<file path="config.mk">
export PLATFORM = sky130hd
export DESIGN_NAME = pulse_stretch
export DESIGN_NICKNAME = d
export VERILOG_FILES = /design/src/rtl/pulse_stretch_pkg.sv /design/src/rtl/pulse_stretch_cycle_counter.sv /design/src/rtl/pulse_stretch.sv
export SDC_FILE = /design/constraint.sdc
export NUM_CORES = 1
export LEC_CHECK = 0
export CAP_MARGIN = 5
export CELL_PAD_IN_SITES_DETAIL_PLACEMENT = 2
export CELL_PAD_IN_SITES_GLOBAL_PLACEMENT = 2
export CORE_AREA = 2 2 90 66
export DETAILED_ROUTE_END_ITERATION = 8
export DIE_AREA = 0 0 92 68
export GPL_ROUTABILITY_DRIVEN = 0
export PLACE_DENSITY = 0.91
export SKIP_CTS_REPAIR_TIMING = 1
export SYNTH_ARGS = -nofsm -noshare
export SYNTH_HDL_FRONTEND = slang
export SYNTH_SLANG_ARGS = --single-unit
</file>
<file path="constraint.sdc">
create_clock -name clk -period 7.75 [get_ports clk]
set_input_delay 1.55 -clock clk [delete_from_list [all_inputs] [get_ports clk]]
set_output_delay 1.55 -clock clk [all_outputs]
set_load 0.03 [all_outputs]
</file>
<file path="src/rtl/pulse_stretch_pkg.sv">
// ============================================================================
//  Module  : pulse_stretch_pkg
//  Purpose : Shared state encodings and sizing helpers for pulse_stretch and
//            the status-LED logic that decodes its state.
//  Revision: 1.0 - initial release
// ============================================================================
`default_nettype none

package pulse_stretch_pkg;

    typedef enum logic [1:0] {
        ST_IDLE = 2'd0,
        ST_HIGH = 2'd1,
        ST_GAP  = 2'd2
    } state_t;

    // Down-counter width; a floor of one bit keeps HOLD=GAP=1 builds legal.
    function automatic int cnt_width(input int hold, input int gap);
        int m;
        m = (hold > gap) ? hold : gap;
        return ($clog2(m) < 1) ? 1 : $clog2(m);
    endfunction

endpackage

`default_nettype wire

</file>
<file path="src/rtl/pulse_stretch_cycle_counter.sv">
// ============================================================================
//  Module  : pulse_stretch_cycle_counter
//  Purpose : Loadable down-counter with zero flag; holds at zero, never wraps.
//  Revision: 1.0 - initial release
// ============================================================================
`default_nettype none

module pulse_stretch_cycle_counter #(
    parameter int WIDTH = 8
) (
    input  logic             clk,
    input  logic             rst,
    input  logic             i_load,
    input  logic [WIDTH-1:0] i_load_val,
    output logic             o_zero
);

    logic [WIDTH-1:0] r_count;

    always_ff @(posedge clk) begin
        if (rst) begin
            r_count <= '0;
        end else if (i_load) begin
            r_count <= i_load_val;
        end else if (r_count != '0) begin
            r_count <= r_count - WIDTH'(1);
        end
    end

    assign o_zero = (r_count == '0);

endmodule

`default_nettype wire

</file>
<file path="src/rtl/pulse_stretch.sv">
// ============================================================================
//  Module  : pulse_stretch
//  Purpose : Stretches one-cycle event strobes into fixed-width level pulses
//            separated by a minimum gap; strobes arriving mid-pulse are queued.
//            Optional macro PULSE_STRETCH_OVF_EN adds a sticky overflow output.
//  Revision: 1.0 - initial release
// ============================================================================
`default_nettype none

module pulse_stretch
    import pulse_stretch_pkg::*;
#(
    parameter  int HOLD_CYCLES = 50_000_000,
    parameter  int GAP_CYCLES  = 25_000_000,
    parameter  int MAX_PENDING = 7,
    localparam int PW          = $clog2(MAX_PENDING + 1)
) (
    input  logic          clk,
    input  logic          rst,
    input  logic          in_pulse,
    output logic          out_level,
    output logic          busy,
    output logic [PW-1:0] pending
`ifdef PULSE_STRETCH_OVF_EN
    ,
    output logic          overflow
`endif
);

    localparam int            c_CW      = cnt_width(HOLD_CYCLES, GAP_CYCLES);
    localparam logic [c_CW-1:0] c_HOLD_LD = c_CW'(HOLD_CYCLES - 1);
    localparam logic [c_CW-1:0] c_GAP_LD  = c_CW'(GAP_CYCLES - 1);
    localparam logic [PW-1:0] c_MAX_P   = PW'(MAX_PENDING);

    state_t          r_state;
    state_t          w_state_nxt;
    logic            r_out_level;
    logic [PW-1:0]   r_pending;
    logic [PW-1:0]   w_pending_nxt;
    logic            w_load;
    logic [c_CW-1:0] w_load_val;
    logic            w_zero;
    logic            w_inc;
    logic            w_dec;
    logic            w_full;

    pulse_stretch_cycle_counter #(
        .WIDTH (c_CW)
    ) u_counter (
        .clk        (clk),
        .rst        (rst),
        .i_load     (w_load),
        .i_load_val (w_load_val),
        .o_zero     (w_zero)
    );

    always_comb begin
        w_state_nxt = r_state;
        w_load      = 1'b0;
        w_load_val  = '0;
        w_inc       = 1'b0;
        w_dec       = 1'b0;
        case (r_state)
            ST_IDLE: begin
                if (in_pulse) begin
                    w_state_nxt = ST_HIGH;
                    w_load      = 1'b1;
                    w_load_val  = c_HOLD_LD;
                end
            end
            ST_HIGH: begin
                w_inc = in_pulse;
                if (w_zero) begin
                    w_state_nxt = ST_GAP;
                    w_load      = 1'b1;
                    w_load_val  = c_GAP_LD;
                end
            end
            ST_GAP: begin
                w_inc = in_pulse;
                if (w_zero) begin
                    if (r_pending != '0) begin
                        w_state_nxt = ST_HIGH;
                        w_load      = 1'b1;
                        w_load_val  = c_HOLD_LD;
                        w_dec       = 1'b1;
                    end else if (in_pulse) begin
                        // Strobe on the final gap cycle starts the pulse itself.
                        w_state_nxt = ST_HIGH;
                        w_load      = 1'b1;
                        w_load_val  = c_HOLD_LD;
                        w_inc       = 1'b0;
                    end else begin
                        w_state_nxt = ST_IDLE;
                    end
                end
            end
            default: begin
                w_state_nxt = ST_IDLE;
            end
        endcase
    end

    assign w_full = (r_pending == c_MAX_P);

    always_comb begin
        w_pending_nxt = r_pending;
        if (w_inc && !w_dec && !w_full) begin
            w_pending_nxt = r_pending + PW'(1);
        end else if (w_dec && !w_inc) begin
            w_pending_nxt = r_pending - PW'(1);
        end
    end

    always_ff @(posedge clk) begin
        if (rst) begin
            r_state     <= ST_IDLE;
            r_out_level <= 1'b0;
            r_pending   <= '0;
        end else begin
            r_state     <= w_state_nxt;
            r_out_level <= (w_state_nxt == ST_HIGH);
            r_pending   <= w_pending_nxt;
        end
    end

    assign out_level = r_out_level;
    assign busy      = (r_state != ST_IDLE);
    assign pending   = r_pending;

`ifdef PULSE_STRETCH_OVF_EN
    logic w_drop;
    logic r_overflow;

    assign w_drop = w_inc && !w_dec && w_full;

    always_ff @(posedge clk) begin
        if (rst) begin
            r_overflow <= 1'b0;
        end else if (w_drop) begin
            r_overflow <= 1'b1;
        end
    end

    assign overflow = r_overflow;
`endif

endmodule

`default_nettype wire

</file>
# Word level (Yosys, flattened, before mapping)
# Index checks and enable logic that the tools add are counted.
[classes] n_addsub=3 multipliers=0 n_div=0 magnitude_cmp=0 eq_ne=4 shift=0 muxes=26 bitwise=0 reduce_logical=13
[op_table] op="26-bit two-way mux" count=5
[op_table] op="26-bit case mux with 3 select lines" count=1
[op_table] op="26-bit zero test" count=1
[op_table] op="26-bit nonzero test" count=1
[op_table] op="26-bit by 1-bit subtractor with 26-bit output, second input constant" count=1
[op_table] op="25-bit two-way mux" count=1
[op_table] op="1-bit two-way mux" count=11
[op_table] op="2-bit two-way mux" count=3
[op_table] op="3-bit two-way mux" count=2
[op_table] op="2-bit case mux with 3 select lines" count=1
[op_table] op="2-bit nonzero test" count=3
[op_table] op="2-bit by 1-bit == test with 1-bit output, second input constant" count=2
[op_table] op="3-bit by 1-bit adder with 3-bit output, second input constant" count=1
[op_table] op="3-bit == test, second input constant" count=1
[op_table] op="1-bit logical AND" count=3
[op_table] op="1-bit zero test" count=3
[op_table] op="1-bit case mux with 3 select lines" count=1
[op_table] op="3-bit nonzero test" count=1
[op_table] op="3-bit by 1-bit subtractor with 3-bit output, second input constant" count=1
[op_table] op="2-bit == test, second input constant" count=1
[op_table] op="2-bit zero test" count=1
[op_table] op="1-bit case mux with 2 select lines" count=1
[word_totals] register_bits=32 latchBits=0 ram_bits=0 mem_bits_ro=0 input_bits=3 elab_cells=50 n_memories=0

# Depth between registers and ports, before layout
[depth] word_depth=8 mapped_depth=11 depth_no_buf=11

# Modules after synthesis
# From an unflattened synthesis, not the netlist that was laid out.
[hier_totals] hier_cells=250 hier_area_um2=2025.7
[by_module_without_submodules] mod="pulse_stretch_cycle_counter" n_inst=1 cells_each=187 area_each_um2=1521.5 seq_area_each_um2=520.5
[by_module_without_submodules] mod="pulse_stretch" n_inst=1 cells_each=63 area_each_um2=504.2 seq_area_each_um2=120.1

# Worst setup path after synthesis
# OpenSTA, ideal clock, no wires.
[synth_path] kind="input port to flip-flop" startpoint="input in_pulse" endpoint="register u_counter.r_count[15]" setup_ps=136 arrival_ps=3100 slack_ps=4513 path_stages=6 cell_sequence="o41ai_1 > a31oi_1 > nor3_4 > buf_6 > o21a_1 > o21ai_0"
[synth_between] elab_chain_cells=5 word_cells_on_any_way=10 cone_classes="9 x mux; 1 x reduce/logical"
[synth_rtl] element="from (decl)" line_no="pulse_stretch.sv:20" rtl="input logic in_pulse,"
[synth_rtl] element="26-bit two-way mux / 1-bit two-way mux (equally long branches)" line_no="pulse_stretch.sv:65, pulse_stretch.sv:87"
[synth_rtl] element="26-bit two-way mux / 1-bit two-way mux (equally long branches)" line_no="pulse_stretch.sv:82" rtl="if (r_pending != '0) begin"
[synth_rtl] element="26-bit two-way mux / 1-bit two-way mux (equally long branches)" line_no="pulse_stretch.sv:81" rtl="if (w_zero) begin"
[synth_rtl] element="26-bit case mux with 3 select lines / 1-bit case mux with 3 select lines (equally long branches)" line_no="pulse_stretch.sv:63" rtl="case (r_state)"
[synth_rtl] element="26-bit two-way mux / 2-bit nonzero test (equally long branches)"
[synth_rtl] element="to (signal assigned)" line_no="pulse_stretch_cycle_counter.sv:24" rtl="r_count <= i_load_val;"
[synth_rtl] element="to (signal assigned)" line_no="pulse_stretch_cycle_counter.sv:26" rtl="r_count <= r_count - WIDTH'(1);"
[synth_rtl] element="to (decl)" line_no="pulse_stretch_cycle_counter.sv:18" rtl="logic [WIDTH-1:0] r_count;"
# Parallel ways exist; a longest one is shown, timed or not.
# A chain may end at the register's enable or synchronous reset.

# Worst setup path in the final report
# Ends and elaborated chain as after synthesis.

==> qor.yml <==
status: "finished clean"
maxSlewHeadroom_pct: 30.8
whs_endpoint: "u_counter.r_count[20]"
synthArstFlopShare_pct: 0
hold_class: "reg -> reg"
path_max_fanout: 16
crit_required_ps: 7890
clockBufferDepth: 2
clk_pin_slew_worst_paths_ps: 80
finalSetupViolations: 0
synth_area_leader_cell: "dfxtp_1"
pwr-share-comb_pct: 32.3
synth_area_leaders: "dfxtp_1 (31%), a21oi_1 (5.0%), ha_1 (3.6%)"
fmax_ghz: 0.243
finalCritPeriodShare_pct: 53.1
reg2reg_from: "u_counter.r_count[0]"
antenna_cells: 0
crit_type: "in -> reg"
syn_inst: 254
clkPwrFrac_pct: 29.6
regToRegSetupSlack_ps: 4540
crit_path_end_kind: "register"
final.setup_skew_ps: 14.7
drc: 0
p_int_mw: 0.346
dieHeight_um: 68
ys.flop_type: "dfxtp_1"
slew_violations: 0
syn_to_final_growth_pct: 9.31
whs_ps: 516
ant_nets: 0
portBuffers: 7
synth.avg_cell_area_um2: 8.26
clkSinkCount: 32
grtUsageTotal_pct: 25.0
tritoncts: "built"
ys_seq_elements: 32
vias_per_cell: 6.33
seq_area_frac_synth_pct: 30.5
core_um2: 5470
h-tree-depth: 2
ys_top_cells_by_count: "dfxtp_1 (32), a21oi_1 (21), nor2_1 (18)"
grt_max_degree: 22
ctsRootBufferMaster: "clkbuf_8"
die_area_um2: 6260
synth_fp_nets: 264
p_leak_nw: 0.776
nFillCells: 650
synthXorXnorAreaFrac_pct: 2.09
ioPinCount: 8
cts-buffers-inserted: 5
route.final.wire_length_um: 7470
synth_top_area_share_pct: 30.5
p_sw_mw: 0.224
worst_pin_slew_ps: 1020
power_frac_seq_pct: 38.1
hp-start: "u_counter.r_count[20]"
die_x_um: 92
drive_gt1_share_pct: 9.34
synth-adder-area-share_pct: 4.53
dp_hpwl_um: 5360
switching_share_pct: 39.3
fin_crit_ps: 4110
worstReg2RegEnd: "pending[2]"
syn_area_um2: 2100
yosysMostFrequentCell: "dfxtp_1"
yosys.area_share.simple_pct: 31.3
clock_latency_ps: 310
ys_warn_count: 0
synth_top_family_by_area: "simple AND/OR/NAND/NOR gates"
r2r_cells: 11
rsz0062_at_grt: "false"
antenna_found_initial: 0
grt_pass1_wl_um: 11900
synth_compound_area_share_pct: 24.4
power.density_nw_per_um2: 249
routedWlPerCell_um: 22.5
synth_edf_count: 0
final_nets: 266
hold_violations: 0
start_kind: "primary input"
firstDrtPassIters: 4
final.setup.tns_ps: 0
rows: 23
peakVddDrop_v: 0.0000826
synthMuxAreaShare_pct: 1.49
first_iter_violations: 66
synth.distinct_cells: 53
whs_path_depth: 2
overflow: 0
start_util_pct: 38.4
vias: 2102
arrival_ps: 4260
grt_pass1_vias: 2187
drv_cap: 0
## power groups by stage
stage	combinational (mW)	sequential, mW	clock, mW
floorplan	0.142	0.212	0
global placement	0.168	0.217	0
detailed placement	0.179	0.219	0
CTS	0.183	0.216	0.171
global route	0.202	0.220	0.177
finish	0.184	0.217	0.169
## state kept, by name, indices dropped and copies added (netlist names)
register and count:
u_counter.r_count 26, pending 3, r_state 2, out_level 1
## placed cells by master, fill, tap and decap left out, types with 3 or more instances in the layout
cell	n
o31a_1	4
ha_1	6
o21ai_1	4
nor4_1	6
xor2_1	3
o211ai_1	3
or3_1	9
dfxtp_1	32
nand3_1	8
nor2_1	18
o22ai_1	6
nand2_1	14
or4_1	8
nand2b_1	3
a21oi_1	21
a31oi_1	8
o21a_1	3
nor3_1	13
clkdlybuf4s50_1	7
or4_4	3
clkbuf_8	5
nand4_1	3
o31ai_1	5
o21ai_0	15
inv_1	8
## routing by layer
metal | vias to the layer above | GRT usage (%) | share of wire, % | wire [um]
met4 | 0 | 5.97 | 0.96 | 72
met5 | - | 0 | 0 | 0
met1 | 1083 | 33.9 | 48 | 3580
met2 | 35 | 42.6 | 47 | 3530
li1 | 974 | - | - | -
met3 | 10 | 4.07 | 3.9 | 295
## critical path, stage by stage
cell,delay (ps)
clkdlybuf4s50_1,530
o41ai_1,870
a31oi_1,430
nor3_4,590
o21a_1,210
o21ai_0,80
## metrics by stage
step | std cells | setup WS, ps | util [%] | power [mW] | area (um^2)
2_1_floorplan | 254 | 4510 | - | 0.353 | 2100
3_3_place_gp | 324 | 3570 | 39.9 | 0.385 | 2180
3_5_place_dp | 324 | 3400 | 39.9 | 0.399 | 2180
4_1_cts | 332 | 3650 | 41.9 | 0.570 | 2290
5_1_grt | 332 | 3370 | 41.9 | 0.599 | 2290
6_report | 332 | 3640 | 41.9 | 0.570 | 2290
## kinds of logic after synthesis
kind of cell	count (synthesis)
buffers and inverters	21
AO/OA/AOI/OAI	81
multiplexers	3
adder cells (fa/ha/maj)	7
XOR/XNOR	5
flip-flops	32
AND/OR/NAND/NOR	105
## worst max-delay path by stage
stage / startpoint / to / slack (ps)
after floorplan: in_pulse / u_counter.r_count[15] / 4510
after global placement: in_pulse / u_counter.r_count[25] / 3570
after detailed placement: in_pulse / u_counter.r_count[25] / 3400
after CTS: in_pulse / u_counter.r_count[15] / 3650
after global routing: in_pulse / u_counter.r_count[9] / 3370
final: in_pulse / u_counter.r_count[15] / 3640
## layout make-up
| type | instances | area (um^2) | share of cell area (%) |
|---|---|---|---|
| Clock buffer | 5 | 68.8 | 3.00 |
| Clock inverter | 3 | 42.5 | 1.86 |
| Inverter | 8 | 30.0 | 1.31 |
| Multi-Input combinational cell | 201 | 1340 | 58.4 |
| Sequential cell | 32 | 641 | 27.9 |
| Tap cell | 75 | 93.8 | 4.09 |
| Timing Repair Buffer | 8 | 77.6 | 3.38 |
Power figures use the tool's default switching activity.
